--- src/rtl/iccm_loader.sv ---
// Boot loader: assembles a little-endian byte stream into ICCM words and holds the core in reset until done.
// Optional trailing checksum enabled by defining ICCM_LOADER_CHECKSUM_EN.
module iccm_loader #(
  parameter int DataWidth = 32,
  parameter int AddrWidth = 15
) (
  input  logic                 brq_clk,
  input  logic                 brq_rst,
  input  logic [7:0]           rx_byte,
  input  logic                 rx_valid,
  output logic                 rx_ready,
  output logic                 iccm_write,
  output logic [AddrWidth-1:0] iccm_address,
  output logic [DataWidth-1:0] iccm_data,
  output logic                 core_rst,
  output logic                 load_done,
  output logic                 load_error
);

  localparam int IdxWidth = AddrWidth - 2;
  localparam logic [DataWidth-1:0] MaxWords = DataWidth'(1) << IdxWidth;

  typedef enum logic [2:0] {
    S_HDR  = 3'd0,
    S_DATA = 3'd1,
    S_FIN  = 3'd2,
    S_DONE = 3'd3,
    S_ERR  = 3'd4
`ifdef ICCM_LOADER_CHECKSUM_EN
    , S_CSUM = 3'd5
`endif
  } state_e;

  state_e                state_q, state_d;
  logic [1:0]            lane_q, lane_d;
  logic [DataWidth-1:0]  word_q, word_d;
  logic [IdxWidth-1:0]   index_q, index_d;
  logic [IdxWidth-1:0]   last_idx_q, last_idx_d;
  logic                  rx_ready_q, rx_ready_d;
  logic                  wr_q, wr_d;
  logic [AddrWidth-1:0]  addr_q, addr_d;
  logic [DataWidth-1:0]  data_q, data_d;
  logic                  core_rst_q, core_rst_d;
  logic                  done_q, done_d;
  logic                  err_q, err_d;
`ifdef ICCM_LOADER_CHECKSUM_EN
  logic [DataWidth-1:0]  sum_q, sum_d;
`endif

  logic                  accept;
  logic                  word_end;
  logic [DataWidth-1:0]  full_word;

  always_comb begin
    state_d    = state_q;
    lane_d     = lane_q;
    word_d     = word_q;
    index_d    = index_q;
    last_idx_d = last_idx_q;
    wr_d       = 1'b0;
    addr_d     = addr_q;
    data_d     = data_q;
`ifdef ICCM_LOADER_CHECKSUM_EN
    sum_d      = sum_q;
`endif

    accept    = rx_valid && rx_ready_q;
    word_end  = accept && (lane_q == 2'd3);
    // Bytes shift in from the top so the first byte of a word ends in [7:0].
    full_word = {rx_byte, word_q[DataWidth-1:8]};

    if (accept) begin
      lane_d = lane_q + 2'd1;
      word_d = full_word;
    end

    case (state_q)
      S_HDR: begin
`ifdef ICCM_LOADER_CHECKSUM_EN
        sum_d = '0;
`endif
        if (word_end) begin
          if (full_word == '0) begin
            state_d = S_DONE;
          end else if (full_word > MaxWords) begin
            state_d = S_ERR;
          end else begin
            state_d    = S_DATA;
            index_d    = '0;
            last_idx_d = IdxWidth'(full_word - DataWidth'(1));
          end
        end
      end
      S_DATA: begin
        if (word_end) begin
          wr_d   = 1'b1;
          addr_d = {index_q, 2'b00};
          data_d = full_word;
`ifdef ICCM_LOADER_CHECKSUM_EN
          sum_d  = sum_q + full_word;
`endif
          if (index_q == last_idx_q) begin
`ifdef ICCM_LOADER_CHECKSUM_EN
            state_d = S_CSUM;
`else
            state_d = S_FIN;
`endif
          end else begin
            index_d = index_q + IdxWidth'(1);
          end
        end
      end
`ifdef ICCM_LOADER_CHECKSUM_EN
      S_CSUM: begin
        if (word_end) begin
          state_d = (full_word == sum_q) ? S_FIN : S_ERR;
        end
      end
`endif
      S_FIN:   state_d = S_DONE;
      default: ;
    endcase

    rx_ready_d = (state_d == S_HDR) || (state_d == S_DATA)
`ifdef ICCM_LOADER_CHECKSUM_EN
                 || (state_d == S_CSUM)
`endif
                 ;
    // Error flags with the deciding byte; done trails DONE by one edge.
    err_d      = (state_d == S_ERR);
    done_d     = (state_q == S_DONE);
    core_rst_d = (state_q != S_DONE);
  end

  always_ff @(posedge brq_clk) begin
    if (brq_rst) begin
      state_q    <= S_HDR;
      lane_q     <= '0;
      word_q     <= '0;
      index_q    <= '0;
      last_idx_q <= '0;
      rx_ready_q <= 1'b0;
      wr_q       <= 1'b0;
      addr_q     <= '0;
      data_q     <= '0;
      core_rst_q <= 1'b1;
      done_q     <= 1'b0;
      err_q      <= 1'b0;
`ifdef ICCM_LOADER_CHECKSUM_EN
      sum_q      <= '0;
`endif
    end else begin
      state_q    <= state_d;
      lane_q     <= lane_d;
      word_q     <= word_d;
      index_q    <= index_d;
      last_idx_q <= last_idx_d;
      rx_ready_q <= rx_ready_d;
      wr_q       <= wr_d;
      addr_q     <= addr_d;
      data_q     <= data_d;
      core_rst_q <= core_rst_d;
      done_q     <= done_d;
      err_q      <= err_d;
`ifdef ICCM_LOADER_CHECKSUM_EN
      sum_q      <= sum_d;
`endif
    end
  end

  assign rx_ready     = rx_ready_q;
  assign iccm_write   = wr_q;
  assign iccm_address = addr_q;
  assign iccm_data    = data_q;
  assign core_rst     = core_rst_q;
  assign load_done    = done_q;
  assign load_error   = err_q;

endmodule

--- config.mk ---
export PLATFORM = sky130hd
export DESIGN_NAME = iccm_loader
export DESIGN_NICKNAME = d
export VERILOG_FILES = /design/src/rtl/iccm_loader.sv
export SDC_FILE = /design/constraint.sdc
export NUM_CORES = 1
export LEC_CHECK = 0
export ABC_CLOCK_PERIOD_IN_PS = 3390
export CAP_MARGIN = 0
export CORE_UTILIZATION = 45
export CTS_CLUSTER_SIZE = 40
export DETAILED_ROUTE_END_ITERATION = 6
export GPL_TIMING_DRIVEN = 0
export PLACE_DENSITY = 0.68
export SLEW_MARGIN = 20
export SYNTH_ARGS = -nofsm -noshare
export SYNTH_HDL_FRONTEND = slang
export SYNTH_SLANG_ARGS = --single-unit
--- constraint.sdc ---
create_clock -name brq_clk -period 3.39 [get_ports brq_clk]
set_input_delay 0.5085 -clock brq_clk [delete_from_list [all_inputs] [get_ports brq_clk]]
set_output_delay 0.5085 -clock brq_clk [all_outputs]
set_load 0.05 [all_outputs]
==> impl_metrics.json, run 1 <==
{
  "yosys-top-cells-area": "dfxtp_1, nand2_1, a21oi_1",
  "diodes": 0,
  "drt_iter0_drc": 166,
  "die_y_um": 102,
  "p_per_area_nw_per_um2": 383,
  "clock_power_share_pct": 35.7,
  "hp-class": "flip-flop to flip-flop",
  "maxCapViolCount": 0,
  "worst-setup-path-type": "input port to flip-flop",
  "start_kind": "input port",
  "clock-sinks": 105,
  "synthCells": 541,
  "ir_worst_vdd_mv": 0.297,
  "r2r_cells": 8,
  "endpoint_kind": "flip-flop",
  "slew_viol_final": 0,
  "power.share.combinational_pct": 4.9,
  "worst_pin_slew_ns": 0.674,
  "fin_crit_sh_pct": 74.0,
  "dp.cells": 735,
  "avgViaCountPerCell": 5.25,
  "totalWireLength_um": 10900,
  "worstPathArrival_ns": 2.76,
  "drive_above_1_share_pct": 6.47,
  "worstSkewPairLatency_ns": 0.38,
  "cp_num_buf_inv": 2,
  "fin_crit_ns": 2.51,
  "tns_ns": 0,
  "crit_path_start": "rx_byte[7]",
  "grt_start_max_net_pins": 20,
  "hpwl_um": 8030,
  "r2r-end": "index_q[6]$_SDFFE_PP0P_",
  "htreeDepth": 3,
  "cp_cell_sequence": "clkdlybuf4s50_1 > nor4_1 > nand4_1 > a2111oi_4 > a221o_2 > buf_12 > a31oi_4",
  "grt_pass1_wl_um": 17900,
  "swShare_pct": 25.9,
  "max_slew_margin_pct": 54.4,
  "cpMaxStageDelayCell": "a2111oi_4",
  "synth_edf_count": 0,
  "ant_nets": 0,
  "grt_pass1_vias": 3749,
  "worst_r2r_startpoint": "word_q[8]$_SDFFE_PP0P_",
  "endpoint": "index_q[6]$_SDFFE_PP0P_",
  "post_cts_buffers": 0,
  "ys.flop_type": "dfxtp_1",
  "io_pins": 63,
  "cts_resized": 0,
  "synth_top_cell_by_area": "dfxtp_1",
  "cts.clk_slew.worst_paths_ns": 0.10,
  "seq_area_frac_synth_pct": 46.3,
  "p_leak_nw": 1.89,
  "rsz0062_at_grt": "no",
  "fin_skew_ns": 0.0136,
  "tritoncts": "yes",
  "drt-wirelength-per-cell_um": 14.4,
  "met3_usage_pct": 4.99,
  "grt_util_met2_pct": 40.1,
  "cts_buffer_depth": 2,
  "syn_to_final_growth_pct": 21.0,
  "crit_required_ns": 3.64,
  "synth_area_um2": 4540,
  "vias": 3941,
  "die_x_um": 102,
  "finalSetupViolCount": 0,
  "yosys.area.top_type_share_pct": 46.3,
  "drt_first_pass_iters": 4,
  "fmax_mhz": 398,
  "portBuffers": 60,
  "synth.avg_cell_area_um2": 8.40,
  "met1_usage_pct": 26.3,
  "crit_family": "compound AO/OA/AOI/OAI gates",
  "grt_usage_pct": 22.4,
  "nets": 628,
  "busiest_layer": "met2",
  "core_um2": 9770,
  "max_stage_delay_ns": 0.57,
  "grt_antenna_before_repair": 0,
  "cp.depth": 7,
  "layout_common_cells": "nand2_1, dfxtp_1, a21oi_1, clkdlybuf4s50_1, clkbuf_1",
  "root_buffer": "clkbuf_8",
  "ys_seq_elements": 105,
  "fin_cells": 751,
  "start_util_pct": 46.5,
  "worstPathMaxFanout": 10,
  "placed_cell_area_um2": 5310,
  "synthArstFlopShare_pct": 0,
  "p_int_mw": 1.56,
  "stdcell_area_um2": 5500,
  "outcome": "finished, final reports clean",
  "rrSetupSlack_ns": 0.89,
  "rows": 36,
  "holdBufCountCts": 0,
  "die_area_um2": 10500,
  "seqPwrFrac_pct": 59.4,
  "gp_congestion": 0.819,
  "final_common_cell": "nand2_1",
  "p_sw_uw": 547,
  "hold_violations": 0,
  "drc": 0,
  "yosysWarningCount": 0,
  "cts_buffers": 9,
  "grt-ovfl-total": 0,
  "synthDistinctLibCells": 47
}
[through the flow]
| stage | setup slack (ns) | util [%] | total power, mW | hold WS [ns] |
|---|---|---|---|---|
| 2_1_floorplan | 1.23 | - | 1.34 | 0.440 |
| 3_5_place_dp | 0.485 | 54.4 | 1.38 | 0.448 |
| 6_report | 0.880 | 56.2 | 2.11 | 0.458 |
| 4_1_cts | 0.895 | 56.2 | 2.12 | 0.463 |
| 3_3_place_gp | 0.469 | 54.4 | 1.38 | 0.443 |
| 5_1_grt | 0.723 | 56.2 | 2.18 | 0.478 |
[layer usage]
layer / vias up / share of wire, %
li1: 1992 / -
met5: - / 0
met3: 11 / 3.8
met1: 1855 / 45
met4: 0 / 1.4
met2: 83 / 50
[synth_stat cells (8+ instances only)]
cell type / number
a211oi_1: 10
nand3_1: 8
nand2b_1: 8
a31oi_4: 9
clkbuf_1: 28
nor4_1: 8
a21oi_1: 85
nand2_1: 156
a31oi_1: 14
nor2_1: 14
dfxtp_1: 105
xor2_1: 18
[cells by family (layout without fill, tap and decap cells)]
family / Yosys count / count (layout) / share of synthesized area, %
buf+inv: 50 / 126 / 5.45
mux: 1 / 1 / 0.220
simple gates: 223 / 223 / 22.1
flops: 105 / 105 / 46.3
xor+xnor: 23 / 23 / 4.44
fa+ha+maj: 4 / 4 / 1.10
other cells: 1 / 2 / 0.0826
compound gates: 134 / 134 / 20.3
[power by group through the flow]
stage	Combinational [mW]	Sequential, mW	Clock, mW
final	0.103	1.25	0.752
after global routing	0.113	1.25	0.818
after CTS	0.103	1.25	0.768
after detailed placement	0.103	1.28	0
after global placement	0.102	1.28	0
after floorplan	0.0651	1.28	0
[final cells by class]
type | instances | area, um2
fillers | 924 | 4280
repair buffers | 60 | 601
plain buffers | 44 | 225
flip-flops and latches | 105 | 2100
clock buffers | 9 | 124
inverters | 6 | 22.5
clock inverters | 7 | 61.3
multi-input cells | 387 | 2200
well taps | 133 | 166
[worst register-to-register path, delay by kind of cell, from the launching register on]
kind            cells  cell delay, ns
simple gates        2            0.53
compound gates      3            0.99
flops               1            0.39
buf+inv             2            0.31
fa+ha+maj           1            0.15
[registers in the layout (all words and copies together) (netlist names)]
| name | flops |
|---|---|
| iccm_write | 1 |
| state_q | 3 |
| core_rst | 1 |
| lane_q | 2 |
| rx_ready | 1 |
| last_idx_q | 13 |
| index_q | 13 |
| load_error | 1 |
| iccm_data | 32 |
| iccm_address | 13 |
| word_q | 24 |
| load_done | 1 |
[worst min path at each step]
stage          depth (start not counted)                             to                     startpoint  slack [ns]
6_report                               2   iccm_address[5]$_SDFFE_PP0P_   iccm_address[5]$_SDFFE_PP0P_        0.46
3_3_place_gp                           2  iccm_address[12]$_SDFFE_PP0P_  iccm_address[12]$_SDFFE_PP0P_        0.44
2_1_floorplan                          2         lane_q[1]$_SDFFE_PP0P_         lane_q[1]$_SDFFE_PP0P_        0.44
4_1_cts                                2   iccm_address[5]$_SDFFE_PP0P_   iccm_address[5]$_SDFFE_PP0P_        0.46
3_5_place_dp                           2   iccm_address[5]$_SDFFE_PP0P_   iccm_address[5]$_SDFFE_PP0P_        0.45
5_1_grt                                2   iccm_address[5]$_SDFFE_PP0P_   iccm_address[5]$_SDFFE_PP0P_        0.48
No activity file was read; power rests on OpenSTA's default activity.
==> run 2, diff against run 1 <==
--- a/config.mk
+++ b/config.mk
@@ -5,13 +5,13 @@
 export SDC_FILE = /design/constraint.sdc
 export NUM_CORES = 1
 export LEC_CHECK = 0
-export ABC_CLOCK_PERIOD_IN_PS = 3390
+export ABC_CLOCK_PERIOD_IN_PS = 2200
 export CAP_MARGIN = 0
 export CORE_UTILIZATION = 45
 export CTS_CLUSTER_SIZE = 40
 export DETAILED_ROUTE_END_ITERATION = 6
 export GPL_TIMING_DRIVEN = 0
-export PLACE_DENSITY = 0.68
+export PLACE_DENSITY = 0.7
 export SLEW_MARGIN = 20
 export SYNTH_ARGS = -nofsm -noshare
 export SYNTH_HDL_FRONTEND = slang
==> constraint.sdc (replaced) <==
create_clock -name brq_clk -period 2.2 [get_ports brq_clk]
set_input_delay 0.33 -clock brq_clk [delete_from_list [all_inputs] [get_ports brq_clk]]
set_output_delay 0.33 -clock brq_clk [all_outputs]
set_load 0.05 [all_outputs]
==> impl_metrics.json, run 2 (synthesis gave the netlist of run 1 again) <==
{
  "rows": 36,
  "finalSetupViolCount": 0,
  "start_kind": "flip-flop",
  "htreeDepth": 3,
  "nets": 630,
  "cts_buffers": 9,
  "die_x_um": 102,
  "slew_viol_final": 0,
  "grt_pass1_wl_um": 18300,
  "cts_buffer_depth": 2,
  "dp.cells": 735,
  "worstPathMaxFanout": 10,
  "r2r_cells": 7,
  "grt_start_max_net_pins": 19,
  "grt-ovfl-total": 0,
  "drt-wirelength-per-cell_um": 14.6,
  "die_area_um2": 10500,
  "worstPathArrival_ns": 2.37,
  "clock-sinks": 105,
  "die_y_um": 102,
  "drt_first_pass_iters": 4,
  "fmax_mhz": 479,
  "worst_pin_slew_ns": 0.637,
  "rsz0062_at_grt": "yes",
  "p_leak_nw": 2.00,
  "ir_worst_vdd_mv": 0.336,
  "cts.clk_slew.worst_paths_ns": 0.10,
  "min_from": "rx_byte[7]",
  "r2r-end": "index_q[12]$_SDFFE_PP0P_",
  "grt_usage_pct": 22.5,
  "drc": 0,
  "root_buffer": "clkbuf_8",
  "ant_nets": 0,
  "worstHoldPathCells": 3,
  "hold_violations": 0,
  "fin_cells": 753,
  "portBuffers": 60,
  "rrSetupSlack_ns": 0.11,
  "worst_r2r_startpoint": "index_q[6]$_SDFFE_PP0P_",
  "core_um2": 9770,
  "outcome": "finished, final reports clean",
  "syn_to_final_growth_pct": 24.6,
  "layout_common_cells": "nand2_1, dfxtp_1, a21oi_1, clkdlybuf4s50_1, clkbuf_1",
  "totalWireLength_um": 11000,
  "vias": 3996,
  "drive_above_1_share_pct": 9.35,
  "avgViaCountPerCell": 5.31,
  "fin_skew_ns": 0.0124,
  "hold_slack_ns": 0.384,
  "diodes": 0,
  "worst-setup-path-type": "flip-flop to flip-flop",
  "maxCapViolCount": 0,
  "grt_pass1_vias": 3849,
  "fin_crit_sh_pct": 94.9,
  "final_common_cell": "nand2_1",
  "p_per_area_nw_per_um2": 625,
  "hp-class": "input port to flip-flop",
  "fin_crit_ns": 2.09,
  "grt_antenna_before_repair": 0,
  "endpoint_kind": "flip-flop",
  "worstSkewPairLatency_ns": 0.36,
  "max_slew_margin_pct": 57.4,
  "tritoncts": "yes",
  "largest_reg_flops": 32,
  "drt_iter0_drc": 183,
  "holdBufCountCts": 0,
  "crit_required_ns": 2.49,
  "start_util_pct": 46.5,
  "hold_end": "iccm_data[31]$_SDFFE_PP0P_",
  "gp_congestion": 0.813,
  "io_pins": 63,
  "hpwl_um": 7870
}
run 2: how the worst max path moves through the flow:
stage	start	endpoint	slack, ns	cells past startpoint
2_1_floorplan	word_q[8]$_SDFFE_PP0P_	index_q[2]$_SDFFE_PP0P_	0.04	8
6_report	index_q[6]$_SDFFE_PP0P_	index_q[12]$_SDFFE_PP0P_	0.11	7
5_1_grt	word_q[9]$_SDFFE_PP0P_	last_idx_q[1]$_SDFFE_PP0P_	-0.03	9
3_3_place_gp	rx_byte[7]	index_q[2]$_SDFFE_PP0P_	-0.52	7
4_1_cts	rx_byte[7]	last_idx_q[10]$_SDFFE_PP0P_	0.007	8
3_5_place_dp	rx_byte[7]	index_q[4]$_SDFFE_PP0P_	-0.53	7
run 2: stage by stage:
step	setup TNS [ns]	power (mW)	setup WS (ns)	util [%]	area (um2)
6_report	0	3.54	0.113	57.9	5660
5_1_grt	-0.0373	3.67	-0.0350	57.9	5660
4_1_cts	0	3.56	0.00747	57.3	5600
3_5_place_dp	-24.27	2.13	-0.527	54.4	5310
3_3_place_gp	-21.75	2.13	-0.521	54.4	5310
2_1_floorplan	0	2.07	0.0406	-	4550
run 2: power by group:
part	switching, mW	internal, mW
Sequential	0.0173	1.91
Clock	0.679	0.766
Combinational	0.105	0.0615
Total	0.801	2.74
run 2: repair_timing:
action                                  4_1_cts  5_1_grt
gates resized for setup                       6       11
endpoints found under the hold margin         0        0
pin swaps                                     4        9
endpoints found under the setup margin       31       24
buffers inserted                              5        3
run 2: routing by layer:
metal	wire length, um	GRT usage (%)	part of all wire [%]	vias up
met1	4810	27.1	44	1887
met5	0	0	0	-
met4	240	10.2	2.2	0
met3	494	3.21	4.5	19
li1	-	-	-	1993
met2	5430	39.6	49	97
run 2: critical path: stages (launching register included):
cell	delay (ns)
dfxtp_1	0.57
xor2_1	0.12
nor4_1	0.31
nand4_1	0.13
buf_4	0.18
a221o_2	0.38
buf_12	0.17
a31oi_4	0.14
run 2: cell type report:
type                    count  area [um2]
fillers                   893        4120
clock buffers               9         124
well taps                 133         166
plain buffers              38         208
inverters                   6        22.5
flip-flops and latches    105        2110
clock inverters             7         124
repair buffers             68         676
multi-input cells         387        2230
==> patch 1 (config.mk and constraints of run 2) <==
The option `ICCM_LOADER_CHECKSUM_EN` is turned on by a define.
--- a/src/rtl/iccm_loader.sv
+++ b/src/rtl/iccm_loader.sv
@@ -1,4 +1,6 @@
 // Boot loader: assembles a little-endian byte stream into ICCM words and holds the core in reset until done.
 // Optional trailing checksum enabled by defining ICCM_LOADER_CHECKSUM_EN.
+`define ICCM_LOADER_CHECKSUM_EN
+
 module iccm_loader #(
   parameter int DataWidth = 32,
Check against the original RTL: not equivalent (Yosys sat finds a counterexample within 10 cycles, from zero or initial values and one cycle with brq_rst high).
==> patch 1 against run 2 <==
- the flow now finishes with violations (negative setup slack)
- die area is 53% higher
- worst hold slack improved by 0.067 ns
- sequential cell count rose by 32
- total power rose by 61%
- design area increased by 69%
- core utilization grew 5.1 points
- area after synthesis up 54%
- worst setup slack got worse by 0.92 ns
- wire length is 89% higher
- fmax fell by 31%
- critical endpoint is now index_q[3]
- largest cell class unchanged
==> patch 1: results (changes against run 2) <==
The wire length of the first global-routing pass is 32200 um (+76%). The run gives 0.00735 ns (-0.00501 ns) as the clock skew. The startpoint identified for the worst hold timing path is iccm_address[13].

The final critical-path setup slack is -0.806 ns (-0.919 ns). The number of search-and-repair iterations in the first detailed-routing pass is 5 (+1). The standard cell with the maximum stage delay on the critical path was or4_4.

Ranked by instance count, the synthesized netlist is headed by 181 x nand2_1, 137 x dfxtp_1, 114 x a21oi_1. The largest net degree at the start of global routing is 17 (-2). Category of cells accounting for the largest share of critical-path delay: simple AND/OR/NAND/NOR gates.

In this run the clock root is driven by a clkbuf_16. The maximum level of the CTS H-tree was 4 (+1); the sum of negative setup slack was -27.43 ns (-27.43 ns). Net total in the final layout: 1039 (+65%). Leakage power: 3.47 nW (+74%).

The longest individual stage delay on the worst path was 0.55 ns (-0.02 ns). The logs give 0.000588 V (+75%) for the worst voltage drop across the vdd grid and 1268 (+42%) for the count of filler cells inserted in the layout. The total via count in the routed design was 6770 (+69%). The startpoint identified for the worst register-to-register timing path is word_q[13]. The share of the core filled with cells in the final layout was 63.0% (+5.1 points); the number of different library cells in the post-synthesis netlist was 60 (+28%). The peak fanout along the critical path is 5 (-5), and the worst endpoint data arrival time is 3.37 ns (+1.00 ns). The checks that failed: negative setup slack. The transition time at the pin with the least slew margin works out to 0.701 ns (+0.0645 ns). By area the synthesized netlist is led by dfxtp_1 39%, nand2_1 9.7%, a21oi_1 8.2%, ha_1 6.3%, xnor2_1 5.3%.

The clock-pin slew of the registers on the worst-case setup and hold paths was 0.06 ns (-0.04 ns); the total global routing track utilization was 25.9% (+3.3 points). For the number of setup violations in the final report, the log shows 52 (+52). The initial DRC count is 496 (+170%). The detailed placer's ending HPWL is 13700 um (+74%). The proportion of layout cells with a drive suffix above 1 was 21.8% (+12 points). The part of the Yosys area used for sequential elements is 39.2% (-7.0 points). The wire length after detailed routing came out at 20700 um (+89%). The worst hold path belongs to the class reg -> reg.

The number of buffers inserted during clock tree synthesis came out at 17 (+8). The run finished, with violations left. The clock latency reported for the late side of the worst-skew pair was 0.43 ns (+0.07 ns).
==> patch 1: changes by cell type in the layout (fill, tap and decap cells not counted), sizes merged, moves of 15 or more <==
cell and change:
nor2 +50, a31oi -16, ha +31, nand2 +25, xnor2 +37, buf +31, o21ai +15, dfxtp +32
nand3 +18, a21oi +29, clkbuf +29
==> patch 1: final cells by class <==
type	count	area [um^2]	share of cell area [%]
Buffer	45	224	2.34
Clock buffer	24	462	4.82
Clock inverter	8	120	1.25
Inverter	10	37.5	0.392
Multi-Input combinational cell	675	4700	49.2
Sequential cell	137	2800	29.2
Tap cell	188	235	2.46
Timing Repair Buffer	106	993	10.4
==> patch 1: worst min-delay path, cell delays in order (launching register included) <==
cell     delay, ns
dfxtp_1       0.30
nand2_1       0.05
a21oi_1       0.05
==> patch 1: worst paths after layout <==
path                 endpoint  slack (ns)  depth (start not counted)
max                index_q[3]       -0.81                         10
min          iccm_address[13]        0.45                          2
max reg2reg        index_q[3]       -0.81                         10
min reg2reg  iccm_address[13]        0.45                          2
==> patch 1: timing repair <==
item / in CTS / in global routing
gates cloned: 2 / 0
resized for setup: 113 / 71
buffers inserted: 34 / 19
pin swaps: 43 / 47
setup endpoints to repair: 106 / 105
==> patch 1: layer usage <==
| metal | track usage (%) | up-vias | routed length, um |
|---|---|---|---|
| li1 | - | 3311 | - |
| met1 | 30.8 | 3209 | 8830 |
| met2 | 43.5 | 197 | 10000 |
| met3 | 4.98 | 53 | 898 |
| met4 | 15.0 | 0 | 940 |
| met5 | 0 | - | 0 |
==> patch 1: logic make-up (layout without fill, tap and decap cells) <==
family	after synthesis	count (layout)	synth area share (%)
AO/OA/AOI/OAI	219	219	19.1
adder cells (fa/ha/maj)	36	36	6.55
flip-flops	137	137	39.2
XOR/XNOR	57	57	7.14
multiplexers	5	5	0.788
buffers and inverters	63	193	3.71
AND/OR/NAND/NOR	356	356	23.4
other	1	2	0.0537
==> patch 1: stage by stage <==
stage                     setup slack (ns)  instance area (um^2)  total power, mW  hold WS [ns]  std cells
after floorplan                     -0.785                  7120             2.73         0.440        875
after global placement               -1.09                  7960             2.82         0.442       1123
after detailed placement             -1.10                  7960             2.82         0.446       1123
after CTS                           -0.860                  9210             5.69         0.454       1181
after global routing                -0.874                  9570             5.84         0.468       1193
final                               -0.806                  9570             5.69         0.451       1193
==> patch 1: power by group through the flow <==
stage / Combinational (mW) / Sequential, mW / Clock [mW]
finish: 0.288 / 2.51 / 2.89
global route: 0.311 / 2.51 / 3.02
CTS: 0.266 / 2.51 / 2.91
detailed placement: 0.245 / 2.57 / 0
global placement: 0.243 / 2.57 / 0
floorplan: 0.165 / 2.57 / 0
==> patch 2 (settings of run 2) <==
Made on the original files. Take the reset off `word_q` and load it in a clocked block of its own.
--- a/src/rtl/iccm_loader.sv
+++ b/src/rtl/iccm_loader.sv
@@ -137,5 +137,4 @@
       state_q    <= S_HDR;
       lane_q     <= '0;
-      word_q     <= '0;
       index_q    <= '0;
       last_idx_q <= '0;
@@ -153,5 +152,4 @@
       state_q    <= state_d;
       lane_q     <= lane_d;
-      word_q     <= word_d;
       index_q    <= index_d;
       last_idx_q <= last_idx_d;
@@ -169,4 +167,8 @@
   end
 
+  always_ff @(posedge brq_clk) begin
+    word_q <= word_d;
+  end
+
   assign rx_ready     = rx_ready_q;
   assign iccm_write   = wr_q;
Formal check against the unedited RTL: no difference found for any inputs over 10 cycles, from zero or initial values and one cycle with brq_rst high; that may be too few to reach the edited logic, so the function may still have changed.
==> patch 2 against run 2 <==
- sequential cell count did not move
- design area fell by 6.9%
- wire length fell by 18%
- sequential share of layout area rose by 7.2 points
- total power fell by 4.7%
- count of clock-buffer cells in the layout rose by 1
- critical path depth did not move
- synthesized cell count fell by 18%
- worst setup slack got worse by 0.049 ns
- combinational power fell by 27%
- area after synthesis fell by 7.6%
- largest cell class is now sequential cells
==> patch 2: results (changes against run 2) <==
The number of search-and-repair iterations in the first detailed-routing pass was 6 (+2). The logs give 9050 um (-18%) for the wire length after detailed routing and 3224 (-16%) for the via count of the first global-routing pass. For the final-layout worst hold slack, the log shows 0.457 ns (+0.0725 ns). On the critical path the largest part of the delay comes from simple AND/OR/NAND/NOR gates. The tools report the number of different library cells in the post-synthesis netlist as 42 (-11%). Sorting the synthesized cells by how often they occur yields 105 x nand2_1, 81 x dfxtp_1, 62 x a21oi_1. The proportion of layout cells with a drive suffix above 1 was 10.9% (+1.5 points). For this design, the slowest cell found on the critical path is or4_4. The register-to-register setup slack is 0.06 ns (-0.05 ns). The run gives 116 (-37%) as the initial DRC count.

The tools report the total global routing track utilization as 19.7% (-2.9 points). The detailed placer's ending HPWL was 6610 um (-16%). Final RePlAce weighted congestion: 0.890 (+9.5%). By area the synthesized netlist is led by dfxtp_1 39%, edfxtp_1 17%, nand2_1 9.4%, a21oi_1 7.4%, xnor2_1 3.8%.

Clock skew: 0.0110 ns (-0.00133 ns). The logs give 15200 um (-17%) for the wire length of the first global-routing pass and 1.74 nW (-13%) for the leakage power. For the count of filler cells inserted in the layout, the log shows 790 (-12%). The total via count in the routed design is 3376 (-16%). Path type of the worst min-delay path: reg -> reg. The area of all placed cells without fillers was 0.00527 mm^2 (-6.9%); the detailed-route vias per instance was 5.28 (-0.60%).

The longest individual stage delay on the worst path works out to 0.56 ns. Tracing the worst setup path back leads to its startpoint at word_q[24]. The number of synthesized flops with an enable pin was 24 (+24). Post-synthesis cell count: 445 (-18%).

The net total in the final layout was 542 (-14%). The standard cell area after detailed placement is 0.00494 mm^2 (-7.1%), and the clock-pin slew of the registers on the worst-case setup and hold paths is 0.10 ns (about the same). The run gives 614 (-16%) as the number of instances in the placed design. The part of the Yosys area used for sequential elements is 55.8% (+9.5 points).

The flow ran to the end, and the final reports show no timing, DRC or antenna violations. The launch instance of the worst min-delay path was iccm_address[13].
==> patch 2: cell count changes after synthesis, sizes merged, moves of 4 or more <==
cell / delta
or3: +4
nor2: +14
xor2: -9
a31oi: -23
a21oi: -23
xnor2: +13
nand2: -51
clkbuf: -15
nand4: +4
edfxtp: +24
nand2b: -8
dfxtp: -24
nor2b: +4
==> patch 2: final cells by class <==
class,count,share of cell area (%)
buffer,25,2.42
clock inverter,6,1.35
tap,108,2.56
timing repair buffer,71,13.1
sequential,105,44.4
clock buffer,10,2.61
inverter,5,0.356
multi-input combinational,310,33.2
==> patch 2: worst paths after layout <==
path | end | depth (start not counted)
max reg2reg | last_idx_q[10] | 7
min reg2reg | iccm_address[13] | 2
min | iccm_address[13] | 2
max | last_idx_q[10] | 7
==> patch 2: cells by family after synthesis <==
group,count (synthesis),synth area share [%]
fa+ha+maj,4,1.19
buf+inv,31,3.37
mux,1,0.239
compound gates,87,12.5
simple gates,189,21.1
flops,105,55.8
xor+xnor,27,5.64
other cells,1,0.0894
==> patch 2: power by group <==
| part | leakage, nW | total (mW) | internal (mW) | switching [mW] |
|---|---|---|---|---|
| logic | 0.757 | 0.121 | 0.0468 | 0.0739 |
| clock network | 0.108 | 1.24 | 0.571 | 0.666 |
| registers | 0.878 | 2.02 | 1.99 | 0.0235 |
==> patch 2: through the flow <==
| step | setup TNS (ns) | total power [mW] | worst slack, ns |
|---|---|---|---|
| floorplan | 0 | 2.12 | 0.126 |
| global placement | -17.43 | 2.17 | -0.456 |
| detailed placement | -18.61 | 2.17 | -0.490 |
| CTS | 0 | 3.39 | 0.0264 |
| global route | -0.103 | 3.50 | -0.0413 |
| finish | 0 | 3.37 | 0.0638 |
==> patch 2: worst register-to-register path, cell delays in order (launching register included) <==
cell	delay [ns]
edfxtp_1	0.43
or4_4	0.56
nor3_4	0.22
nand3_2	0.12
nor3_4	0.28
buf_6	0.16
buf_6	0.16
a211oi_2	0.08
==> patch 2: metal layers <==
metal	GRT usage [%]	wire, um	up-vias
met2	34.1	4440	64
met3	3.12	276	8
met4	7.58	113	0
li1	-	-	1687
met1	24.7	4220	1617
met5	0	0	-
==> patch 2: repair_timing <==
item,4_1_cts,5_1_grt
endpoints found under the hold margin,0,0
pin swaps,1,6
gates resized for setup,3,18
endpoints found under the setup margin,53,51
buffers inserted,2,9
